**config.mk**
```make
export PLATFORM = sky130hd
export DESIGN_NAME = mem_port_sequencer
export DESIGN_NICKNAME = d
export VERILOG_FILES = /design/src/rtl/mem_port_sequencer.sv
export SDC_FILE = /design/constraint.sdc
export NUM_CORES = 1
export LEC_CHECK = 0
export CORE_AREA = 10 10 183 185
export DETAILED_ROUTE_END_ITERATION = 8
export DIE_AREA = 0 0 193 195
export DONT_BUFFER_PORTS = 1
export SYNTH_ARGS = -nofsm -noshare
export SYNTH_HDL_FRONTEND = slang
export SYNTH_SLANG_ARGS = --single-unit
```
**constraint.sdc**
```tcl
create_clock -name clock -period 3.3 [get_ports clock]
set_clock_uncertainty 0.1 [all_clocks]
set_input_delay 0.495 -clock clock [delete_from_list [all_inputs] [get_ports clock]]
set_output_delay 0.495 -clock clock [all_outputs]
set_load 0.02 [all_outputs]
```
**src/rtl/mem_port_sequencer.sv**
```systemverilog
// mem_port_sequencer
// Shares one memory port between instruction fetch and the data requester.
// Data wins arbitration unless fetch has been passed over STARVE_LIMIT times
// in a row. The winning request is latched, driven to memory until mem_ready
// or a timeout, then answered with a one-cycle done pulse.
//
// Ports
//   clock, reset             rising-edge clock, async active-low reset
//   if_req/if_addr           fetch request (level) and PC
//   if_rdata/if_done         fetched instruction, completion pulse
//   d_req/d_we/d_size/       data request (level), store flag, size,
//   d_addr/d_wdata           address and store data
//   d_rdata/d_done           size-masked load data, completion pulse
//   err                      timeout flag, valid with done
//   mem_*                    shared memory port
//   busy/grant_src           sequencer occupied / 0 = fetch, 1 = data
//
// state  | meaning
// IDLE   | sample requests, arbitrate, latch the winner
// ACCESS | memory port driven, waiting for mem_ready or timeout
// RESP   | one-cycle done pulse to the granted source
module mem_port_sequencer #(
    parameter int AW           = 64,
    parameter int DW           = 64,
    parameter int TIMEOUT      = 15,
    parameter int STARVE_LIMIT = 4
) (
    input  logic          clock,
    input  logic          reset,
    input  logic          if_req,
    input  logic [AW-1:0] if_addr,
    output logic [31:0]   if_rdata,
    output logic          if_done,
    input  logic          d_req,
    input  logic          d_we,
    input  logic [1:0]    d_size,
    input  logic [AW-1:0] d_addr,
    input  logic [DW-1:0] d_wdata,
    output logic [DW-1:0] d_rdata,
    output logic          d_done,
    output logic          err,
    output logic          mem_en,
    output logic          mem_we,
    output logic [1:0]    mem_size,
    output logic [AW-1:0] mem_addr,
    output logic [DW-1:0] mem_wdata,
    input  logic [DW-1:0] mem_rdata,
    input  logic          mem_ready,
    output logic          busy,
    output logic          grant_src
);

    localparam logic [1:0] S_IDLE   = 2'd0;
    localparam logic [1:0] S_ACCESS = 2'd1;
    localparam logic [1:0] S_RESP   = 2'd2;

    // Last ACCESS cycle index before a forced termination.
    localparam logic [7:0] WAIT_LAST  = 8'(TIMEOUT - 1);
    localparam logic [3:0] STREAK_MAX = 4'(STARVE_LIMIT);

    logic [1:0]    state_q,    state_d;
    logic          src_q,      src_d;
    logic          we_q,       we_d;
    logic [1:0]    size_q,     size_d;
    logic [AW-1:0] addr_q,     addr_d;
    logic [DW-1:0] wdata_q,    wdata_d;
    logic [7:0]    wait_q,     wait_d;
    logic [3:0]    streak_q,   streak_d;
    logic          err_q,      err_d;
    logic [31:0]   if_rdata_q, if_rdata_d;
    logic [DW-1:0] d_rdata_q,  d_rdata_d;

    function automatic logic [DW-1:0] size_mask(input logic [DW-1:0] d,
                                                input logic [1:0]    sz);
        logic [DW-1:0] m;
        m = '0;
        case (sz)
            2'b00:   m[7:0]  = d[7:0];
            2'b01:   m[15:0] = d[15:0];
            2'b10:   m[31:0] = d[31:0];
            default: m       = d;
        endcase
        return m;
    endfunction

    always_comb begin
        state_d    = state_q;
        src_d      = src_q;
        we_d       = we_q;
        size_d     = size_q;
        addr_d     = addr_q;
        wdata_d    = wdata_q;
        wait_d     = wait_q;
        streak_d   = streak_q;
        err_d      = err_q;
        if_rdata_d = if_rdata_q;
        d_rdata_d  = d_rdata_q;

        case (state_q)
            S_IDLE: begin
                if (d_req && !(if_req && streak_q == STREAK_MAX)) begin
                    state_d = S_ACCESS;
                    src_d   = 1'b1;
                    we_d    = d_we;
                    size_d  = d_size;
                    addr_d  = d_addr;
                    wdata_d = d_wdata;
                    // Streak only counts grants that actually passed fetch over.
                    if (!if_req)
                        streak_d = '0;
                    else if (streak_q != STREAK_MAX)
                        streak_d = streak_q + 4'd1;
                end else if (if_req) begin
                    state_d  = S_ACCESS;
                    src_d    = 1'b0;
                    we_d     = 1'b0;
                    size_d   = 2'b10;
                    addr_d   = if_addr;
                    wdata_d  = '0;
                    streak_d = '0;
                end
            end
            S_ACCESS: begin
                if (mem_ready) begin
                    state_d = S_RESP;
                    err_d   = 1'b0;
                    if (!src_q)
                        if_rdata_d = mem_rdata[31:0];
                    else
                        d_rdata_d = we_q ? '0 : size_mask(mem_rdata, size_q);
                end else if (wait_q == WAIT_LAST) begin
                    state_d = S_RESP;
                    err_d   = 1'b1;
                    if (!src_q)
                        if_rdata_d = '0;
                    else
                        d_rdata_d = '0;
                end else begin
                    wait_d = wait_q + 8'd1;
                end
            end
            S_RESP: begin
                state_d = S_IDLE;
                wait_d  = '0;
            end
            default: begin
                state_d = S_IDLE;
                wait_d  = '0;
            end
        endcase
    end

    always_ff @(posedge clock or negedge reset) begin
        if (!reset) begin
            state_q    <= S_IDLE;
            src_q      <= 1'b0;
            we_q       <= 1'b0;
            size_q     <= '0;
            addr_q     <= '0;
            wdata_q    <= '0;
            wait_q     <= '0;
            streak_q   <= '0;
            err_q      <= 1'b0;
            if_rdata_q <= '0;
            d_rdata_q  <= '0;
        end else begin
            state_q    <= state_d;
            src_q      <= src_d;
            we_q       <= we_d;
            size_q     <= size_d;
            addr_q     <= addr_d;
            wdata_q    <= wdata_d;
            wait_q     <= wait_d;
            streak_q   <= streak_d;
            err_q      <= err_d;
            if_rdata_q <= if_rdata_d;
            d_rdata_q  <= d_rdata_d;
        end
    end

    // Strobes decode straight from the state flop so reset drops them at once.
    assign mem_en    = (state_q == S_ACCESS);
    assign mem_we    = mem_en & we_q;
    assign mem_size  = size_q;
    assign mem_addr  = addr_q;
    assign mem_wdata = wdata_q;
    assign busy      = (state_q != S_IDLE);
    assign grant_src = src_q;
    assign if_done   = (state_q == S_RESP) & ~src_q;
    assign d_done    = (state_q == S_RESP) & src_q;
    assign err       = (state_q == S_RESP) & err_q;
    assign if_rdata  = if_rdata_q;
    assign d_rdata   = d_rdata_q;

endmodule

```
# --- After elaboration in Yosys (flattened, before gate mapping) ---
# Cells that the tools add are included.
totals:
  ff_bits: 243
  in_bits: 264
  out_inout_bits: 233
classes:
  add_sub_neg: 2
  eq_ne: 12
  n_mux: 35
  bitwise: 6
  n_reduce_logical: 17
op_table:
  columns: ["cell", "n"]
  rows:
  - ["$mux 64", 9]
  - ["$mux 32", 5]
  - ["$mux 8", 3]
  - ["$mux 16", 1]
  - ["$mux 4", 4]
  - ["$pmux 8 s2", 1]
  - ["$mux 2", 6]
  - ["$reduce_and 3->1", 4]
  - ["$add 8x1->8 const B", 1]
  - ["$eq 8x4->1 const B", 1]
  - ["$reduce_and 2->1", 3]
  - ["$reduce_bool 2->1", 3]
  - ["$mux 1", 5]
  - ["$add 4x1->4 const B", 1]
  - ["$and 1x1->1", 4]
  - ["$eq 2x1->1 const B", 2]
  - ["$eq 2x2->1 const B", 2]
  - ["$eq 4x3->1 const B", 1]
  - ["$logic_not 2->1", 2]
  - ["$ne 2x2->1 const B", 2]
  - ["$ne 4x3->1 const B", 1]
  - ["$pmux 2 s2", 1]
  - ["$ne 3x1->1 const B", 1]
  - ["$ne 3x2->1 const B", 1]
  - ["6 further kinds", 8]

# --- Depth between registers and ports, before layout ---
# Gate-level depths: netlist (run 1).
logic_depth:
  ltp_word: 6
  depth_mapped: 8

# --- Least setup slack after synthesis (run 1) ---
# Ideal clock, no wire load.
synth_timing:
  kind: "register to output"
  startpoint: "register src_q (netlist: grant_src)"
  endpoint: "output if_done"
  arrival_time_ps: 1358
  slack_ps: 1347
  path_stages_with_launch: 4
  n_path_buf: 2
  path_cell_list: "dfrtp_1 -> buf_4 -> clkbuf_1 -> nor3b_1"
synth_between:
  elab_chain_cells: 2
synth_rtl:
  columns: ["element", "line", "text"]
  rows:
  - ["start, declared", "62", "logic src_q, src_d;"]
  - ["start signal, assigned", "168", "src_q <= src_d;"]
  - ["$not 1->1", "189", "assign if_done = (state_q == S_RESP) & ~src_q;"]
  - ["$and 1x1->1", "189", null]
  - ["end, declared", "33", "output logic if_done,"]
# No other way between the ends.

# --- Worst setup path after layout (run 1) ---
layout_timing:
  startpoint: "register state_q[1]"
  endpoint: "register d_rdata_q[35] (netlist: d_rdata[35])"
layout_between:
  elab_chain_cells: 2
layout_rtl:
  columns: ["element", "line", "text"]
  rows:
  - ["start, declared", "61", "logic [1:0] state_q, state_d;"]
  - ["start signal, assigned", "167", "state_q <= state_d;"]
  - ["$eq 2x1->1", "99", "case (state_q)"]
  - ["$reduce_and 3->1 (no source line)", null, null]
  - ["end signal, assigned", "177", "d_rdata_q <= d_rdata_d;"]
  - ["end, declared", "71", "logic [DW-1:0] d_rdata_q, d_rdata_d;"]
# No other way between the ends.
# A chain may end at the register's enable or synchronous reset.

==> impl_summary.txt, run 1 <==
----------------------------------------------------
[STA]
  Worst-case headroom to the max-slew limit ... 39.8%
  Actual slew at the worst max-slew pin ... 0.902 ns
  Fmax ... 387 MHz
  Final-layout setup total negative slack ... 0 ns
  Post-layout minimum cycle time ... 2.58 ns
  Number of setup violations in the final report ... 0
  Final cycle utilization of the critical path ... 78.2%
  Number of max-slew violations in the final report ... 0
  Crit path setup slack, layout ... 0.718 ns
  Final hold violation count ... 243
  Worst hold margin ... -0.439 ns
  Unrepaired setup endpoints after global routing ... no

[Critical path]
  Slowest-stage cell, CP ... nand4bb_1
  Path length in cells of the critical path ... 5
  Length in cells of the worst reg-to-reg path ... 5
  Crit-path max cell delay ... 0.63 ns
  RR Startpoint ... state_q[1]
  Cells traversed along the worst timing path ... nand4bb_1 -> nor2_8 -> and2_1 -> buf_4 -> a22o_1
  Arrival time reported for the critical path endpoint ... 2.94 ns
  Register-to-register path setup slack ... 0.72 ns
  Crit path buffers/inverters ... 1
  Data required, critical path ... 3.66 ns
  Category of the critical setup timing path ... register to register
  Crit path launch type ... register
  Reg-to-reg endpoint ... d_rdata[35]
  Family with the most delay on the worst path ... simple AND/OR/NAND/NOR gates
  Worst-path fanout max ... 32
  Worst setup EP type ... register

[Placed design]
  DPL Wire Length ... 24.3 mm
  DP Area ... 0.00999 sq mm
  Final Wtd Congestion ... 0.791
  Worst setup slack before clock tree synthesis ... 0.806 ns
  Total of buffers placed on input and output ports ... 0
  Number of placed cells counting well taps ... 1105

[Synth]
  Number of warnings reported in the yosys synthesis log ... 0
  Share of the synthesized area in the top cell type ... 62.7%
  Net Count, Synth ... 1027
  Synthesized instance count ... 759
  Share of flip-flops with an asynchronous set or reset ... 100%
  Ranking of synthesized cells by instance count ... dfrtp_1, a22o_1, nand2_1
  Cell taking the most area after synthesis ... dfrtp_1
  Dominant register cell in the synthesized netlist ... dfrtp_1
  Cell types occupying the most area after synthesis ... dfrtp_1, a22o_1, mux2i_1
  Cell variety after synth ... 47
  Post-synthesis register bit count ... 243
  Cell area after synthesis ... 0.00970 sq mm
  Synthesized area divided by synthesized cell count ... 12.8 sq um
  Register area share after synthesis ... 62.7%
  Number of synthesized flops with an enable pin ... 0
  Dominant cell by count in the synthesized netlist ... dfrtp_1

[Routing]
  Total iterations of the first detailed-routing run ... 5
  Starting DRT DRC Count ... 351
  Average routed wire per standard cell ... 26.3 um
  Via count of the routed design ... 6938
  Total routed wirelength ... 33.8 mm
  Ratio of routed vias to standard cells ... 5.40
  DRC violations left ... 0
  Antenna viol nets, final ... 0

[Floorplanning]
  Boundary pin count ... 497
  Floorplan Core Area ... 0.0300 sq mm
  Initial standard-cell utilization of the core ... 32.3%
  Num rows ... 64
  Die area ... 0.0376 sq mm
  Chip height ... 195 um
  Die extent in x ... 193 um

[Global route]
  Number of antenna violations at the first check in global routing ... 1
  Overflow left after global routing ... 0
  Wire length of the first global-routing pass ... 49.5 mm
  Vias in the first global route ... 7329
  Pin count of the biggest net entering global routing ... 244
  GRT Total Usage ... 16.8%

[Cells and area]
  Antenna Cells ... 0
  Post-layout instance area ... 0.0122 sq mm
  Fill cell instance count of the final layout ... 2766
  Combined flip-flop and latch cell area ... 0.00608 sq mm
  Final layout net count ... 1139
  Proportion of layout cells with a drive suffix above 1 ... 7.64%
  Fraction of the core area covered by cells at the end of the flow ... 40.7%
  Synth-to-Final Area Change ... 26.0%
  Multi-input gate area ... 0.00329 sq mm
  Number of non-filler instances in the completed layout ... 1286

[Outcome]
  Failing checks ... negative hold slack
  Status ... finished with violations

[Clock tree]
  Clock buffer depth ... 3
  Clock net sink count ... 243
  Clock transition at the registers of the reported paths ... 0.06 ns
  Number of buffers inserted by post-CTS setup repair ... 0
  Insertion delay to the later sink of the worst-skew pair ... 0.53 ns
  TritonCTS Buffers ... 26
  Clock tree root driver cell ... clkbuf_16
  TritonCTS clock tree ... yes
  Level count of the clock H-tree ... 1

[Power and ir drop]
  Total power density per cell area ... 1040 mW/mm^2
  Total Power ... 12.7 mW
  Static leakage ... 5.62 nW
  Worst VDD drop ... 0.540 mV

[Hold path]
  Tightest Hold Check Type ... input port to async pin

[Job]
  Max-cap check violation count ... 0

----------------------------------------------------
[final cells by class]
cell class / instances / share of cell area, %
repair buffers: 144 / 11.8
clock inverters: 13 / 1.19
well taps: 396 / 4.05
multi-input cells: 448 / 26.9
clock buffers: 34 / 6.06
flip-flops and latches: 243 / 49.8
inverters: 8 / 0.246
[where the power goes]
| part | switching (mW) | leakage [nW] | internal, mW | total (mW) |
|---|---|---|---|---|
| logic | 1.34 | 2.07 | 1.21 | 2.55 |
| registers | 2.88 | 3.11 | 4.27 | 7.15 |
| clock network | 1.23 | 0.442 | 1.75 | 2.97 |
| total | 5.45 | 5.62 | 7.23 | 12.7 |
[registers in the layout, summed over array words and instances, names as in the netlist]
signal,flops
mem_wdata,64
grant_src,1
wait_q,8
err_q,1
streak_q,4
d_rdata,64
mem_addr,64
if_rdata,32
we_q,1
state_q,2
mem_size,2
[routing by layer]
metal  up-vias  wire (um)  GRT usage, %
met4         2        800          4.62
met1      3457      12400          19.3
li1       3028          -             -
met5         -          7             0
met2       405      16800          28.6
met3        46       3910          6.17
[worst register-to-register path, stage by stage, from the launching register on]
cell and delay (ns):
dfrtp_1 0.53, nand4bb_1 0.64, nor2_8 0.47, and2_1 0.19, buf_4 0.33, a22o_1 0.25
[cells in the final DEF (no fill, tap or decap), types with 3 or more instances in the layout]
| cell type | n |
|---|---|
| clkinv_2 | 5 |
| xnor2_1 | 4 |
| a211oi_1 | 3 |
| buf_4 | 8 |
| o21ai_0 | 68 |
| nand2_1 | 89 |
| a22o_1 | 130 |
| xor2_1 | 3 |
| dlygate4sd3_1 | 134 |
| nand3_1 | 3 |
| and3_1 | 3 |
| clkbuf_16 | 26 |
| o2bb2ai_1 | 16 |
| and2_1 | 5 |
| mux2i_1 | 64 |
| inv_1 | 7 |
| a32o_1 | 17 |
| dfrtp_1 | 243 |
| ha_1 | 4 |
| nor2_1 | 10 |
| clkbuf_8 | 6 |
| clkinv_4 | 3 |
[repair_timing]
item,CTS,global route
hold buffers,133,1
hold endpoints to repair,399,244
gates resized for setup,0,0
[how the worst max path moves through the flow]
stage / from / end / slack, ns
6_report: state_q[1] / d_rdata[35] / 0.72
5_1_grt: state_q[1] / d_rdata[35] / 0.54
4_1_cts: state_q[1] / d_rdata[44] / 0.73
3_5_place_dp: state_q[1] / d_rdata[44] / 0.81
3_3_place_gp: state_q[1] / d_rdata[37] / 0.88
2_1_floorplan: grant_src / if_done / 1.35
[cell families after synthesis]
| logic type | synth area share (%) |
|---|---|
| AOI/OAI and AO/OA | 19.5 |
| DFF | 62.7 |
| muxes | 6.61 |
| adders and majority gates | 0.516 |
| and+or+nand+nor | 6.44 |
| xor gates and xnor gates | 0.632 |
| buffers and inverters | 3.60 |
(Power assumes the default switching activity.)
==> run 2: changes to the inputs <==
clock period = 2.7 ns   (was 3.3 ns; I/O delays follow)
==> run 2 against run 1 <==
The run now fails in clock tree synthesis. Synthesized cell count did not move. Synthesized area did not move.
==> impl_summary.txt, run 2 <==
----------------------------------------------------
[Synth]
  Dominant cell by count in the synthesized netlist ... dfrtp_1 (unchanged)
  Cell taking the most area after synthesis ... dfrtp_1 (unchanged)
  Cell area after synthesis ... 0.00970 sq mm (unchanged)
  Number of warnings reported in the yosys synthesis log ... 0 (unchanged)
  Post-synthesis register bit count ... 243 (unchanged)
  Share of the synthesized area in the top cell type ... 62.7% (unchanged)
  Ranking of synthesized cells by instance count ... dfrtp_1, a22o_1, nand2_1 (unchanged)
  Register area share after synthesis ... 62.7% (unchanged)
  Synthesized instance count ... 759 (unchanged)
  Synthesized area divided by synthesized cell count ... 12.8 sq um (unchanged)
  Dominant register cell in the synthesized netlist ... dfrtp_1 (unchanged)
  Share of flip-flops with an asynchronous set or reset ... 100% (unchanged)
  Cell types occupying the most area after synthesis ... dfrtp_1, a22o_1, mux2i_1 (unchanged)
  Number of synthesized flops with an enable pin ... 0 (unchanged)
  Net Count, Synth ... 1027 (unchanged)
  Cell variety after synth ... 47 (unchanged)

[Clock tree]
  Number of buffers inserted by post-CTS setup repair ... 0 (unchanged)
  Clock net sink count ... 243 (unchanged)
  Resized Gates After CTS ... 0 (unchanged)
  Hold bufs inserted after CTS ... 233 (was 133)
  Clock tree root driver cell ... clkbuf_16 (unchanged)
  Level count of the clock H-tree ... 1 (unchanged)
  Clock buffer depth ... 3 (unchanged)
  TritonCTS Buffers ... 26 (unchanged)

[Placed design]
  Final Wtd Congestion ... 0.764 (was 0.791)
  Total of buffers placed on input and output ports ... 0 (unchanged)
  DPL Wire Length ... 24.3 mm (about the same)
  DP Area ... 0.0101 sq mm (was 0.00999 sq mm)

[Outcome]
  Status ... did not finish (was finished with violations)
  Exit stage ... clock tree synthesis
  First reported error ... [ERROR RSZ-0060] Max buffer count reached.

[Floorplanning]
  Boundary pin count ... 497 (unchanged)
  Die extent in x ... 193 um (unchanged)
  Initial standard-cell utilization of the core ... 32.3% (unchanged)
  Chip height ... 195 um (unchanged)
  Num rows ... 64 (unchanged)

----------------------------------------------------
run 2: cell counts after synthesis:
Identical to the previous run, type by type.
run 2: cells by family after synthesis:
kind of cell	synth area share, %
flops	62.7
compound gates	19.5
fa+ha+maj	0.516
mux	6.61
buf+inv	3.60
xor+xnor	0.632
simple gates	6.44
run 2: metrics by stage:
step / setup WS [ns] / hold slack (ns) / util, % / std cells
3_5_place_dp: 0.240 / 0.0169 / 33.5 / 1110
3_3_place_gp: 0.371 / 0.0165 / 33.5 / 1110
2_1_floorplan: 0.837 / 0.00941 / - / 759
==> run 3: changes to the inputs <==
PLACE_DENSITY_LB_ADDON = 0.15   (was not set)
==> run 3 against run 2 <==
The flow now finishes, with violations (negative hold slack).
==> impl_summary.txt, run 3 (synthesized netlist as in run 1, its figures left out) <==
----------------------------------------------------
[Power and ir drop]
  Combinational share of power ... 21.8%
  Share of power burned in registers ... 55.5%
  Net Sw Frac ... 42.8%
  Net switching component of the power ... 6.76 mW
  Cell internal pwr ... 9.03 mW
  Clock Power Share ... 22.6%
  Total power density per cell area ... 1200 mW/mm^2
  Static leakage ... 6.04 nW
  Worst VDD drop ... 0.490 mV

[Floorplanning]
  Initial standard-cell utilization of the core ... 32.3% (unchanged)
  Boundary pin count ... 497 (unchanged)
  Die extent in x ... 193 um (unchanged)
  Die area ... 0.0376 sq mm
  Floorplan Core Area ... 0.0300 sq mm
  Chip height ... 195 um (unchanged)
  Num rows ... 64 (unchanged)

[Critical path]
  Worst setup EP type ... register
  Length in cells of the worst reg-to-reg path ... 8
  Reg-to-reg endpoint ... mem_addr[1]
  Arrival time reported for the critical path endpoint ... 2.87 ns
  Slowest-stage cell, CP ... dlygate4sd3_1
  Family with the most delay on the worst path ... buffers and inverters
  RR Startpoint ... streak_q[0]
  Data required, critical path ... 2.98 ns
  Worst-path fanout max ... 29
  Crit path buffers/inverters ... 3
  Cells traversed along the worst timing path ... inv_1 -> ha_1 -> nand4b_1 -> nand2_4 -> buf_16 -> mux2i_1 -> dlygate4sd3_1 -> o21ai_0
  Category of the critical setup timing path ... register to register
  Crit path launch type ... register
  Register-to-register path setup slack ... 0.11 ns
  Crit-path max cell delay ... 0.59 ns

[Job]
  Max-cap check violation count ... 0

[STA]
  Final cycle utilization of the critical path ... 96.0%
  Crit path setup slack, layout ... 0.109 ns
  Final-layout setup total negative slack ... 0 ns
  Number of max-slew violations in the final report ... 0
  Number of setup violations in the final report ... 0
  Worst-case headroom to the max-slew limit ... 23.6%
  Worst hold margin ... -0.525 ns
  Unrepaired setup endpoints after global routing ... no
  Fmax ... 386 MHz
  Final hold violation count ... 243
  Actual slew at the worst max-slew pin ... 1.15 ns
  Post-layout minimum cycle time ... 2.59 ns

[Cells and area]
  Synth-to-Final Area Change ... 36.2%
  Commonest non-fill, non-tap cell in the layout ... dfrtp_1
  Most frequent cells in the layout ... dfrtp_1, dlygate4sd3_1, a22o_1, nand2_1, o21ai_0
  Combined flip-flop and latch cell area ... 0.00608 sq mm
  Fill cell instance count of the final layout ... 2647
  Final layout net count ... 1236
  Multi-input gate area ... 0.00330 sq mm
  Proportion of layout cells with a drive suffix above 1 ... 7.40%

[Global route]
  Number of antenna violations at the first check in global routing ... 3
  Pin count of the biggest net entering global routing ... 244
  Wire length of the first global-routing pass ... 53.1 mm
  GRT Total Usage ... 18.1%
  Vias in the first global route ... 8010
  Overflow left after global routing ... 0

[Routing]
  Antenna viol nets, final ... 0
  Ratio of routed vias to standard cells ... 5.22
  DRC violations left ... 0
  Average routed wire per standard cell ... 26.6 um
  Starting DRT DRC Count ... 361
  Metal3 WL ... 4.37 mm
  Highest metal layer with signal wires ... met5
  Total iterations of the first detailed-routing run ... 4
  Metal-1 WL ... 13.1 mm
  Total routed wirelength ... 36.8 mm
  Routed length on met2 ... 18.5 mm
  Via count of the routed design ... 7231

[Clock tree]
  Clock transition at the registers of the reported paths ... 0.06 ns
  Clock buffer depth ... 3 (unchanged)
  Hold bufs inserted after CTS ... 222 (was 233)
  Clock tree root driver cell ... clkbuf_16 (unchanged)
  TritonCTS clock tree ... yes
  Level count of the clock H-tree ... 1 (unchanged)
  Clock net sink count ... 243 (unchanged)
  Insertion delay to the later sink of the worst-skew pair ... 0.54 ns
  TritonCTS Buffers ... 26 (unchanged)
  Number of buffers inserted by post-CTS setup repair ... 0 (unchanged)

[Placed design]
  Worst setup slack before clock tree synthesis ... 0.228 ns (was 0.240 ns)
  Total of buffers placed on input and output ports ... 0 (unchanged)
  Final Wtd Congestion ... 0.821 (was 0.764)
  DPL Wire Length ... 25.7 mm (was 24.3 mm)

[Outcome]
  Status ... finished with violations (was did not finish)
  Failing checks ... negative hold slack

[Hold path]
  Tightest Hold Check Type ... input port to async pin

----------------------------------------------------
==> run 3: worst max-delay path by stage <==
| stage | start | endpoint | slack, ns | depth (start not counted) |
|---|---|---|---|---|
| 2_1_floorplan | grant_src | if_done | 0.84 | 3 |
| 3_3_place_gp | wait_q[0] | d_rdata[54] | 0.33 | 7 |
| 3_5_place_dp | wait_q[0] | d_rdata[59] | 0.23 | 7 |
| 4_1_cts | streak_q[0] | mem_addr[18] | 0.1 | 8 |
| 5_1_grt | streak_q[0] | mem_addr[1] | 0.006 | 8 |
| 6_report | streak_q[0] | mem_addr[1] | 0.11 | 8 |
==> run 3: stage by stage <==
stage,std cells,total power [mW],area (sq um),utilization [%]
2_1_floorplan,759,10.5,9700,-
3_3_place_gp,1112,11.8,10100,33.6
3_5_place_dp,1112,11.9,10100,33.6
4_1_cts,1380,15.9,13200,43.8
5_1_grt,1383,16.6,13200,44.0
6_report,1384,15.8,13200,44.0
==> run 3: metal layers <==
layer  global-route usage [%]  vias to the layer above
li1                         -                     3210
met1                     19.8                     3579
met2                     31.6                      387
met3                     7.61                       53
met4                     4.56                        2
met5                        0                        -
==> run 3: layout make-up <==
class	count	share of cell area, %
Antenna cell	2	0.0379
Clock buffer	37	5.69
Clock inverter	9	0.805
Inverter	8	0.227
Multi-Input combinational cell	449	25.0
Sequential cell	243	46.0
Tap cell	396	3.75
Timing Repair Buffer	240	18.5
==> run 3: timing repair <==
| action | CTS | global route |
|---|---|---|
| resized for setup | 0 | 1 |
| endpoints found under the setup margin | 0 | 41 |
| endpoints found under the hold margin | 460 | 243 |
==> run 3: power by group through the flow <==
stage	clock [mW]	sequential [mW]	combinational, mW
after CTS	3.68	8.82	3.40
after floorplan	0	8.02	2.46
after detailed placement	0	8.84	3.11
after global placement	0	8.89	2.91
final	3.57	8.77	3.45
after global routing	3.81	8.97	3.81
